**src/rtl/vga_sync_if.sv**
```systemverilog
// Video timing bundle between vga_sync (master) and the pixel generator / connector (slave).
interface vga_sync_if #(
  parameter int SCREEN_WIDTH = 10
);
  logic                    p_tick;
  logic                    hsync;
  logic                    vsync;
  logic                    video_on;
  logic                    frame_start;
  logic [SCREEN_WIDTH-1:0] x;
  logic [SCREEN_WIDTH-1:0] y;

  modport master (
    output p_tick, hsync, vsync, video_on, frame_start, x, y
  );

  modport slave (
    input  p_tick, hsync, vsync, video_on, frame_start, x, y
  );
endinterface

```
**src/rtl/vga_sync.sv**
```systemverilog
// VGA timing generator: pixel-rate divider, h/v counters and sync/visible decode.
// Define VGA_SYNC_REG_OUT_EN to register x/y/hsync/vsync/video_on (one pixel of lag).
module vga_sync #(
  parameter int SCREEN_WIDTH = 10,
  parameter int PIXEL_DIV    = 4,
  parameter int H_DISPLAY    = 640,
  parameter int H_FRONT      = 16,
  parameter int H_SYNC       = 96,
  parameter int H_BACK       = 48,
  parameter int V_DISPLAY    = 480,
  parameter int V_FRONT      = 10,
  parameter int V_SYNC       = 2,
  parameter int V_BACK       = 33
) (
  input  logic       sys_clk,
  input  logic       sys_rst_n,
  vga_sync_if.master vga
);

  localparam int H_TOTAL = H_DISPLAY + H_FRONT + H_SYNC + H_BACK;
  localparam int V_TOTAL = V_DISPLAY + V_FRONT + V_SYNC + V_BACK;
  localparam int DIV_W   = (PIXEL_DIV > 1) ? $clog2(PIXEL_DIV) : 1;

  localparam logic [DIV_W-1:0]        DIV_LAST = DIV_W'(PIXEL_DIV - 1);
  localparam logic [SCREEN_WIDTH-1:0] H_LAST   = SCREEN_WIDTH'(H_TOTAL - 1);
  localparam logic [SCREEN_WIDTH-1:0] V_LAST   = SCREEN_WIDTH'(V_TOTAL - 1);
  localparam logic [SCREEN_WIDTH-1:0] H_VIS    = SCREEN_WIDTH'(H_DISPLAY);
  localparam logic [SCREEN_WIDTH-1:0] V_VIS    = SCREEN_WIDTH'(V_DISPLAY);
  localparam logic [SCREEN_WIDTH-1:0] HS_FIRST = SCREEN_WIDTH'(H_DISPLAY + H_FRONT);
  localparam logic [SCREEN_WIDTH-1:0] HS_LAST  = SCREEN_WIDTH'(H_DISPLAY + H_FRONT + H_SYNC - 1);
  localparam logic [SCREEN_WIDTH-1:0] VS_FIRST = SCREEN_WIDTH'(V_DISPLAY + V_FRONT);
  localparam logic [SCREEN_WIDTH-1:0] VS_LAST  = SCREEN_WIDTH'(V_DISPLAY + V_FRONT + V_SYNC - 1);

  logic [DIV_W-1:0]        div_cnt;
  logic [SCREEN_WIDTH-1:0] h_cnt;
  logic [SCREEN_WIDTH-1:0] v_cnt;
  logic                    tick;
  logic                    h_last;
  logic                    v_last;
  logic                    vis;
  logic                    hs_n;
  logic                    vs_n;

  assign tick   = (div_cnt == DIV_LAST);
  assign h_last = (h_cnt == H_LAST);
  assign v_last = (v_cnt == V_LAST);

  always_ff @(posedge sys_clk or negedge sys_rst_n) begin
    if (!sys_rst_n) begin
      div_cnt <= '0;
      h_cnt   <= '0;
      v_cnt   <= '0;
    end else begin
      if (tick) begin
        div_cnt <= '0;
        if (h_last) begin
          h_cnt <= '0;
          v_cnt <= v_last ? '0 : v_cnt + 1'b1;
        end else begin
          h_cnt <= h_cnt + 1'b1;
        end
      end else begin
        div_cnt <= div_cnt + 1'b1;
      end
    end
  end

  // Decode looks only at h_cnt/v_cnt, so syncs cannot glitch between ticks.
  assign vis  = (h_cnt < H_VIS) && (v_cnt < V_VIS);
  assign hs_n = !((h_cnt >= HS_FIRST) && (h_cnt <= HS_LAST));
  assign vs_n = !((v_cnt >= VS_FIRST) && (v_cnt <= VS_LAST));

  assign vga.p_tick      = tick;
  assign vga.frame_start = tick && h_last && v_last;

`ifdef VGA_SYNC_REG_OUT_EN
  logic [SCREEN_WIDTH-1:0] x_q;
  logic [SCREEN_WIDTH-1:0] y_q;
  logic                    hsync_q;
  logic                    vsync_q;
  logic                    video_on_q;

  // Loaded on the tick that advances the counters, so these trail them by one pixel.
  always_ff @(posedge sys_clk or negedge sys_rst_n) begin
    if (!sys_rst_n) begin
      x_q        <= '0;
      y_q        <= '0;
      hsync_q    <= 1'b1;
      vsync_q    <= 1'b1;
      video_on_q <= 1'b0;
    end else if (tick) begin
      x_q        <= h_cnt;
      y_q        <= v_cnt;
      hsync_q    <= hs_n;
      vsync_q    <= vs_n;
      video_on_q <= vis;
    end
  end

  assign vga.x        = x_q;
  assign vga.y        = y_q;
  assign vga.hsync    = hsync_q;
  assign vga.vsync    = vsync_q;
  assign vga.video_on = video_on_q;
`else
  assign vga.x        = h_cnt;
  assign vga.y        = v_cnt;
  assign vga.hsync    = hs_n;
  assign vga.vsync    = vs_n;
  assign vga.video_on = vis;
`endif

endmodule
```
**src/flat_wrapper.sv**
```systemverilog
// flat-port wrapper written by rule: the top's interface ports become plain ports
module vga_sync_flat 
#(
  parameter int SCREEN_WIDTH = 10,
  parameter int PIXEL_DIV    = 4,
  parameter int H_DISPLAY    = 640,
  parameter int H_FRONT      = 16,
  parameter int H_SYNC       = 96,
  parameter int H_BACK       = 48,
  parameter int V_DISPLAY    = 480,
  parameter int V_FRONT      = 10,
  parameter int V_SYNC       = 2,
  parameter int V_BACK       = 33
)
  (sys_clk, sys_rst_n, vga_p_tick, vga_hsync, vga_vsync, vga_video_on, vga_frame_start, vga_x, vga_y);
  vga_sync_if #(.SCREEN_WIDTH(SCREEN_WIDTH)) vga_i ();
  input  logic sys_clk;
  input  logic sys_rst_n;
  output wire logic [$bits(vga_i.p_tick)-1:0] vga_p_tick;
  output wire logic [$bits(vga_i.hsync)-1:0] vga_hsync;
  output wire logic [$bits(vga_i.vsync)-1:0] vga_vsync;
  output wire logic [$bits(vga_i.video_on)-1:0] vga_video_on;
  output wire logic [$bits(vga_i.frame_start)-1:0] vga_frame_start;
  output wire logic [$bits(vga_i.x)-1:0] vga_x;
  output wire logic [$bits(vga_i.y)-1:0] vga_y;
  assign vga_p_tick = vga_i.p_tick;
  assign vga_hsync = vga_i.hsync;
  assign vga_vsync = vga_i.vsync;
  assign vga_video_on = vga_i.video_on;
  assign vga_frame_start = vga_i.frame_start;
  assign vga_x = vga_i.x;
  assign vga_y = vga_i.y;
  vga_sync #(.SCREEN_WIDTH(SCREEN_WIDTH), .PIXEL_DIV(PIXEL_DIV), .H_DISPLAY(H_DISPLAY), .H_FRONT(H_FRONT), .H_SYNC(H_SYNC), .H_BACK(H_BACK), .V_DISPLAY(V_DISPLAY), .V_FRONT(V_FRONT), .V_SYNC(V_SYNC), .V_BACK(V_BACK)) u_core (.sys_clk(sys_clk), .sys_rst_n(sys_rst_n), .vga(vga_i));
endmodule
```
**config.mk**
```make
export PLATFORM = sky130hd
export DESIGN_NAME = vga_sync_flat
export DESIGN_NICKNAME = d
export VERILOG_FILES = /design/src/rtl/vga_sync_if.sv /design/src/rtl/vga_sync.sv /design/src/flat_wrapper.sv
export SDC_FILE = /design/constraint.sdc
export NUM_CORES = 1
export LEC_CHECK = 0
export ABC_AREA = 1
export BUFFER_PORTS_ARGS = -buffer_cell sky130_fd_sc_hd__buf_2
export CAP_MARGIN = 20
export CORE_MARGIN = 2
export CORE_UTILIZATION = 45
export CTS_BUF_LIST = sky130_fd_sc_hd__clkbuf_8
export CTS_CLUSTER_SIZE = 24
export DETAILED_ROUTE_END_ITERATION = 6
export PLACE_DENSITY = 0.64
export SLEW_MARGIN = 5
export SYNTH_ARGS = -nofsm -noshare
export SYNTH_HDL_FRONTEND = slang
export SYNTH_SLANG_ARGS = --single-unit
export TNS_END_PERCENT = 10
```
**constraint.sdc**
```tcl
create_clock -name sys_clk -period 1.95 [get_ports sys_clk]
set_input_delay 0.0975 -clock sys_clk [delete_from_list [all_inputs] [get_ports sys_clk]]
set_output_delay 0.0975 -clock sys_clk [all_outputs]
set_load 0.01 [all_outputs]
```
Word-level counts from Yosys, hierarchy flattened:

Cells that the tools add are included.
Widths: inputs -> output; s select.

* output and inout port bits: 25
* word-level logic and storage cells: 26
* input bits: 2
* register bits: 22

* eq/ne operators: 3
* add/sub/neg operators: 3
* mux-type cells: 3
* reductions and logical operators: 8
* order comparisons: 6

Operators by type and width (number)
* $add 10x1->10 const B: 2
* $eq 10x10->1 const B: 2
* $mux 10: 2
* $ge 10x10->1 const B: 1
* $ge 10x9->1 const B: 1
* $le 10x10->1 const B: 1
* $le 10x9->1 const B: 1
* $lt 10x10->1 const B: 1
* $lt 10x9->1 const B: 1
* $logic_and 1x1->1: 5
* $add 2x1->2 const B: 1
* $eq 2x2->1 const B: 1
* $logic_not 1->1: 2
* $mux 2: 1
* $reduce_and 2->1: 1

Logic depth before layout (Yosys ltp):

Gate-level depths: netlist of the first run.

* depth after elaboration: 3
* mapped depth: 9
* depth with buffers taken out: 9

Worst setup path after synthesis of the first run:

No wires, ideal clock.

* path type: register to register
* start point: register u_core.h_cnt[1], in the netlist u_core.vga.x[1]
* end point: register u_core.v_cnt[5], in the netlist u_core.vga.y[5]
* path slack: 502 ps
* library setup time: 121 ps
* cell stages (with the launch flop): 10
* data arrival time: 1326 ps
* buffers on the path: 1
* period minus slack after synthesis: 1448 ps
* cell sequence: dfrtp_1 ha_1 inv_1 nor2_1 nand3_2 nor2_4 inv_2 buf_6 nand2_2 o21ai_2

* longest elaborated chain between the ends: 2

RTL lines
* from (decl): line vga_sync.sv:35 `logic [SCREEN_WIDTH-1:0] h_cnt;`
* from (signal assigned): line vga_sync.sv:60 `h_cnt <= h_cnt + 1'b1;`
* $eq 10x10->1: line vga_sync.sv:45 `assign h_last = (h_cnt == H_LAST);`
* $reduce_and 2->1 (no source line)
* to (signal assigned): line vga_sync.sv:58 `v_cnt <= v_last ? '0 : v_cnt + 1'b1;`
* to (decl): line vga_sync.sv:36 `logic [SCREEN_WIDTH-1:0] v_cnt;`

No other way between the ends.
A chain may end at the register's enable or synchronous reset.

Final worst setup path of the first run:

* start point: register u_core.v_cnt[0], in the netlist u_core.vga.y[0]
* end point: output port vga_frame_start

* longest elaborated chain between the ends: 2

RTL lines
* $eq 10x10->1: line vga_sync.sv:46 `assign v_last = (v_cnt == V_LAST);`
* $logic_and 1x1->1: line vga_sync.sv:74 `assign vga.frame_start = tick && h_last && v_last;`
* to (decl): line flat_wrapper.sv:23 `output wire logic [$bits(vga_i.frame_start)-1:0] vga_frame_start;`

No other way between the ends.

==> flow_summary.toml, run 1 <==
[grt]
antenna_found_initial = 0
grt_pass1_vias = 1143
grt_max_degree = 23
grt_pass1_wl_um = 5030
grtUsageTotal_pct = 18.81
overflow = 0

[yosys]
synth-edff-count = 0
synth_async_sr_flop_share_pct = 100.0
synth-seq-cells = 22
syn_area_mm2 = 0.001355
dominantRegCellSynth = "dfrtp_1"
yosys_warnings = 0
synth.avg_cell_area_um2 = 7.656
synth_nets = 185
seq_area_frac_synth_pct = 40.63
ys_types = 29
syn_inst = 177

[worst_setup_path]
crit_arrival_ps = 1720
endpoint_kind = "output pin"
worst_r2r_path_depth = 8
crit_type = "flip-flop to output pin"
critPathMaxFanout = 6
cp-start-kind = "flip-flop"
cp.required_ps = 1850

[floorplan]
start_util_pct = 48.31
row_count = 19
die_h_um = 58.88
die-area_mm2 = 0.003466
core_area_mm2 = 0.002805
die_w_um = 58.88
num_io_pins = 27

[power_and_ir_drop]
switching_share_pct = 20.28
combPwrFrac_pct = 1.4
irDropWorstVdd_uv = 374.3
clock_power_share_pct = 41.7
p_leak_nw = 0.7718
seqPwrFrac_pct = 56.9
intPower_w = 0.0006379
p_per_area_mw_per_mm2 = 515.7
switchingPower_w = 0.0001623

[detailed_routing]
routed-via-count = 1242
drt_pre_antenna_iters = 6
antenna_left = 0
drt-vias-per-instance = 5.308
wl_per_cell_um = 12.64
drtIter0Drc = 62
drt_drc_violations_left = 1
routed_wl_um = 2957

[status]
violations = "design-rule violations"
status = "finished, violations left"

[timing]
timing.hold.ws_ps = 324.8
fin_tns_setup_ps = 0
drv_slew = 0
fin_crit_ps = 1816
finClkSkew_ps = 5.547
period_share_pct = 93.11
hold_viol = 0
slew_headroom_pct = 65.90
tightest_slew_ps = 511.5
max_freq_mhz = 550.8
grt_setup_unrepaired = "no"
setup_viol = 0

[clock_tree]
clk_latency_ps = 270
clk_pin_slew_ps = 80
clk_path_buf_depth = 2
cts_setup_buffers = 0
htreeDepth = 1
root_buffer = "clkbuf_8"
cts_tree = "done"
cts.sinks = 22
cts_buffers = 3

[finish]
layout_common_cells = "nand2_1 (40), buf_2 (26), nor2_1 (23)"
drive_gt1_share_pct = 19.70
finalNonFillerCells = 234
final_common_cell = "nand2_1"
num-nets-final = 212
synthToLayoutAreaGrowth_pct = 14.50
n_antenna_cell = 0

[flow_run]
maxCapViolations = 0

[place]
hpwl_um = 2207
numPortBuffers = 26
place_inst = 229
gp_congestion = 0.8660

[min_path]
worst_hold_path_type = "primary input to async pin"
## worst max-delay path, cell delays in order (launching register included)
cell	delay [ps]
dfrtp_1	450
inv_1	140
ha_1	190
nand2_1	60
nor3_1	140
nand3_1	140
nor2_1	180
buf_2	160
## Yosys cell counts, drive strengths merged, types with 2 or more instances
cell	n	area, µm²
nor3	3	15.01
buf	5	40.04
nand3	15	80.08
xor2	5	43.79
ha	6	75.07
nand3b	3	22.52
nor3b	2	15.01
nor2	25	103.9
nand4	6	37.54
a21oi	2	10.01
inv	24	90.09
o21ai	11	62.56
dfrtp	22	550.5
nand2	42	162.6
## registers in the layout, summed over array words and instances (netlist names)
signal,flops
u_core.vga.y,10
u_core.div_cnt,2
u_core.vga.x,10
## what timing repair did
action,in CTS,in global routing
hold buffers,1,0
setup endpoints to repair,0,1
gates resized for setup,0,1
endpoints found under the hold margin,22,0
## power groups by stage
| stage | clock (W) | sequential [W] | combinational (W) |
|---|---|---|---|
| 2_1_floorplan | 0 | 0.000465 | 0.000000000349 |
| 3_3_place_gp | 0 | 0.000465 | 0.0000101 |
| 3_5_place_dp | 0 | 0.000465 | 0.0000103 |
| 4_1_cts | 0.000338 | 0.000456 | 0.0000119 |
| 5_1_grt | 0.000360 | 0.000456 | 0.0000135 |
| 6_report | 0.000333 | 0.000456 | 0.0000111 |
## metal layers
layer  share of wire (%)  wire [µm]  GRT usage, %  vias up
met5                   0          0             0        -
met4                 1.9         56         6.494        0
met3                 3.9        114         2.857        6
met2                  42       1247         28.10       33
met1                  52       1538         27.72      583
li1                    -          -             -      620
## layout make-up
type / instances / area (µm²)
fill: 275 / 1254
multi-input combinational: 126 / 676.9
sequential: 22 / 550.5
timing repair buffer: 27 / 140.1
inverter: 24 / 90.09
clock buffer: 4 / 55.05
tap: 31 / 38.79
## cells by family after synthesis
family	synth area share (%)
simple gates	32.69
buf+inv	9.603
flops	40.63
compound gates	7.665
xor+xnor	3.878
fa+ha+maj	5.540
## worst paths after layout
| check | start | endpoint | slack, ps |
|---|---|---|---|
| max | u_core.vga.y[0] | vga_frame_start | 130 |
| min | sys_rst_n | u_core.vga.y[6] | 320 |
| max reg2reg | u_core.vga.x[1] | u_core.vga.y[4] | 410 |
| min reg2reg | u_core.div_cnt[0] | u_core.div_cnt[0] | 430 |
| max in group asynchronous | sys_rst_n | u_core.vga.x[1] | 1280 |
| min in group sys_clk | u_core.div_cnt[0] | u_core.div_cnt[0] | 430 |
## through the flow
step	area [µm²]	worst slack [ps]	power (W)	util [%]
after CTS	1549	108.8	0.0008061	55.22
after global routing	1551	26.49	0.0008290	55.31
final	1551	134.4	0.0008002	55.31
after global placement	1484	408.9	0.0004749	52.90
after floorplan	1355	502.3	0.0004650	-
after detailed placement	1484	319.1	0.0004751	52.90
No activity file was read; power rests on OpenSTA's default activity.
==> inputs of run 2 (changes only) <==
Clock period 1.95 ns to 1.8 ns, I/O delays scaled along.
==> run 2 against run 1 <==
Compared with the run above:
- the run still ends with design-rule violations left
- clock skew fell by 4.6 ps
- hold slack better by 4.3 ps
- sequential power increased by 8.3%
- critical path depth did not move
- cell area up 0.48%
- sequential share of layout area down 0.091 points
- utilization grew 0.27 points
- critical path type unchanged
==> flow_summary.toml, run 2 (synthesis results as in run 1) <==
[worst_setup_path]
cp.required_ps = 1710
crit_type = "flip-flop to output pin"
critPathMaxFanout = 6
cp-start-kind = "flip-flop"
crit_arrival_ps = 1570
crit_chain = "inv_1 > ha_1 > nand2_1 > nor3_2 > nand3_1 > nor2_1 > buf_2"
endpoint_kind = "output pin"
crit_path_max_incr_delay_ps = 440
crit_path_top_delay_cell = "dfrtp_2"

[floorplan]
die_h_um = 58.88
die_w_um = 58.88
die-area_mm2 = 0.003466
core_area_mm2 = 0.002805
num_io_pins = 27
start_util_pct = 48.31
row_count = 19

[finish]
final_util_pct = 55.58
layout_common_cells = "nand2_1 (40), buf_2 (26), inv_1 (22), nor2_1 (22), dfrtp_1 (21)"
final_common_cell = "nand2_1"
drive_gt1_share_pct = 21.08
n_antenna_cell = 0
num-nets-final = 214
synthToLayoutAreaGrowth_pct = 15.05

[detailed_routing]
drt_drc_violations_left = 1
drt_pre_antenna_iters = 6
drtIter0Drc = 50
routed_wl_um = 2966
routed-via-count = 1220
wl_per_cell_um = 12.62
antenna_left = 0
drt-vias-per-instance = 5.191

[timing]
slew_headroom_pct = 67.10
setup_viol = 0
hold_viol = 0
fin_tns_setup_ps = 0
fin_crit_ps = 1665
drv_slew = 0
max_freq_mhz = 600.6
timing.hold.ws_ps = 329.1
period_share_pct = 92.49
finClkSkew_ps = 0.9102
tightest_slew_ps = 493.5

[grt]
overflow = 0
grt_max_degree = 23
antenna_found_initial = 0
grt_pass1_wl_um = 4995
grtUsageTotal_pct = 18.94
grt_pass1_vias = 1080

[clock_tree]
cts_buffers = 3
clk_latency_ps = 250
cts_tree = "done"
clk_pin_slew_ps = 70
htreeDepth = 1
cts.sinks = 22
clk_path_buf_depth = 2
root_buffer = "clkbuf_8"

[flow_run]
maxCapViolations = 0

[power_and_ir_drop]
clock_power_share_pct = 36.9
p_leak_nw = 0.7748
intPower_w = 0.0006448
switchingPower_w = 0.0001557
seqPwrFrac_pct = 61.7
irDropWorstVdd_uv = 298.5
p_per_area_mw_per_mm2 = 513.5
combPwrFrac_pct = 1.5
power_w = 0.0008006
switching_share_pct = 19.45

[place]
gp_congestion = 0.8854
hpwl_um = 2267
numPortBuffers = 26

[status]
violations = "design-rule violations"
status = "finished, violations left"

[min_path]
worst_hold_path_type = "primary input to async pin"
run 2: what timing repair did:
action	CTS	global route
hold buffers	1	0
buffers inserted	0	1
hold endpoints to repair	22	0
resized for setup	0	3
endpoints found under the setup margin	0	1
run 2: area by class of cell:
cell class | instances | area [µm²]
sequential | 22 | 551.8
clock buffer | 3 | 41.29
inverter | 24 | 90.09
timing repair buffer | 29 | 155.1
tap | 31 | 38.79
fill | 292 | 1246
multi-input combinational | 126 | 681.9
run 2: path summary, 6_finish.rpt:
path / from / end / slack (ps) / cells past startpoint
worst max-delay path: u_core.vga.y[0] / vga_frame_start / 140 / 7
worst min-delay path: sys_rst_n / u_core.vga.y[8] / 330 / 2
worst max register to register: u_core.vga.x[1] / u_core.vga.y[4] / 230 / 8
worst min register to register: u_core.div_cnt[0] / u_core.div_cnt[0] / 420 / 1
max in group asynchronous: sys_rst_n / u_core.vga.y[0] / 1110 / 2
min in group sys_clk: u_core.div_cnt[0] / u_core.div_cnt[0] / 420 / 1
run 2: routing by layer:
| layer | wire (µm) | part of all wire (%) | vias to the layer above | global-route usage [%] |
|---|---|---|---|---|
| met3 | 209 | 7.0 | 2 | 3.736 |
| met1 | 1505 | 51 | 551 | 28.51 |
| met4 | 16 | 0.54 | 0 | 7.143 |
| met2 | 1234 | 42 | 45 | 26.67 |
| met5 | 0 | 0 | - | 0 |
| li1 | - | - | 622 | - |
run 2: power by group through the flow:
stage | sequential, W | clock (W) | combinational (W)
global route | 0.000494 | 0.000329 | 0.0000143
global placement | 0.000504 | 0 | 0.0000110
floorplan | 0.000504 | 0 | 0.000000000349
detailed placement | 0.000504 | 0 | 0.0000111
CTS | 0.000494 | 0.000310 | 0.0000128
finish | 0.000494 | 0.000295 | 0.0000117
run 2: stage by stage:
step | worst slack (ps) | instance area, µm² | cells
floorplan | 352.3 | 1355 | 177
global placement | 257.0 | 1491 | 230
detailed placement | 211.5 | 1491 | 230
CTS | 39.48 | 1543 | 234
global route | -7.336 | 1559 | 235
finish | 135.1 | 1559 | 235
run 2: critical path: cells and delay by family, from the launching register on:
kind,cells,cell delay [ps]
DFF,1,440
adders and majority gates,1,180
and+or+nand+nor,4,460
buffers and inverters,2,250
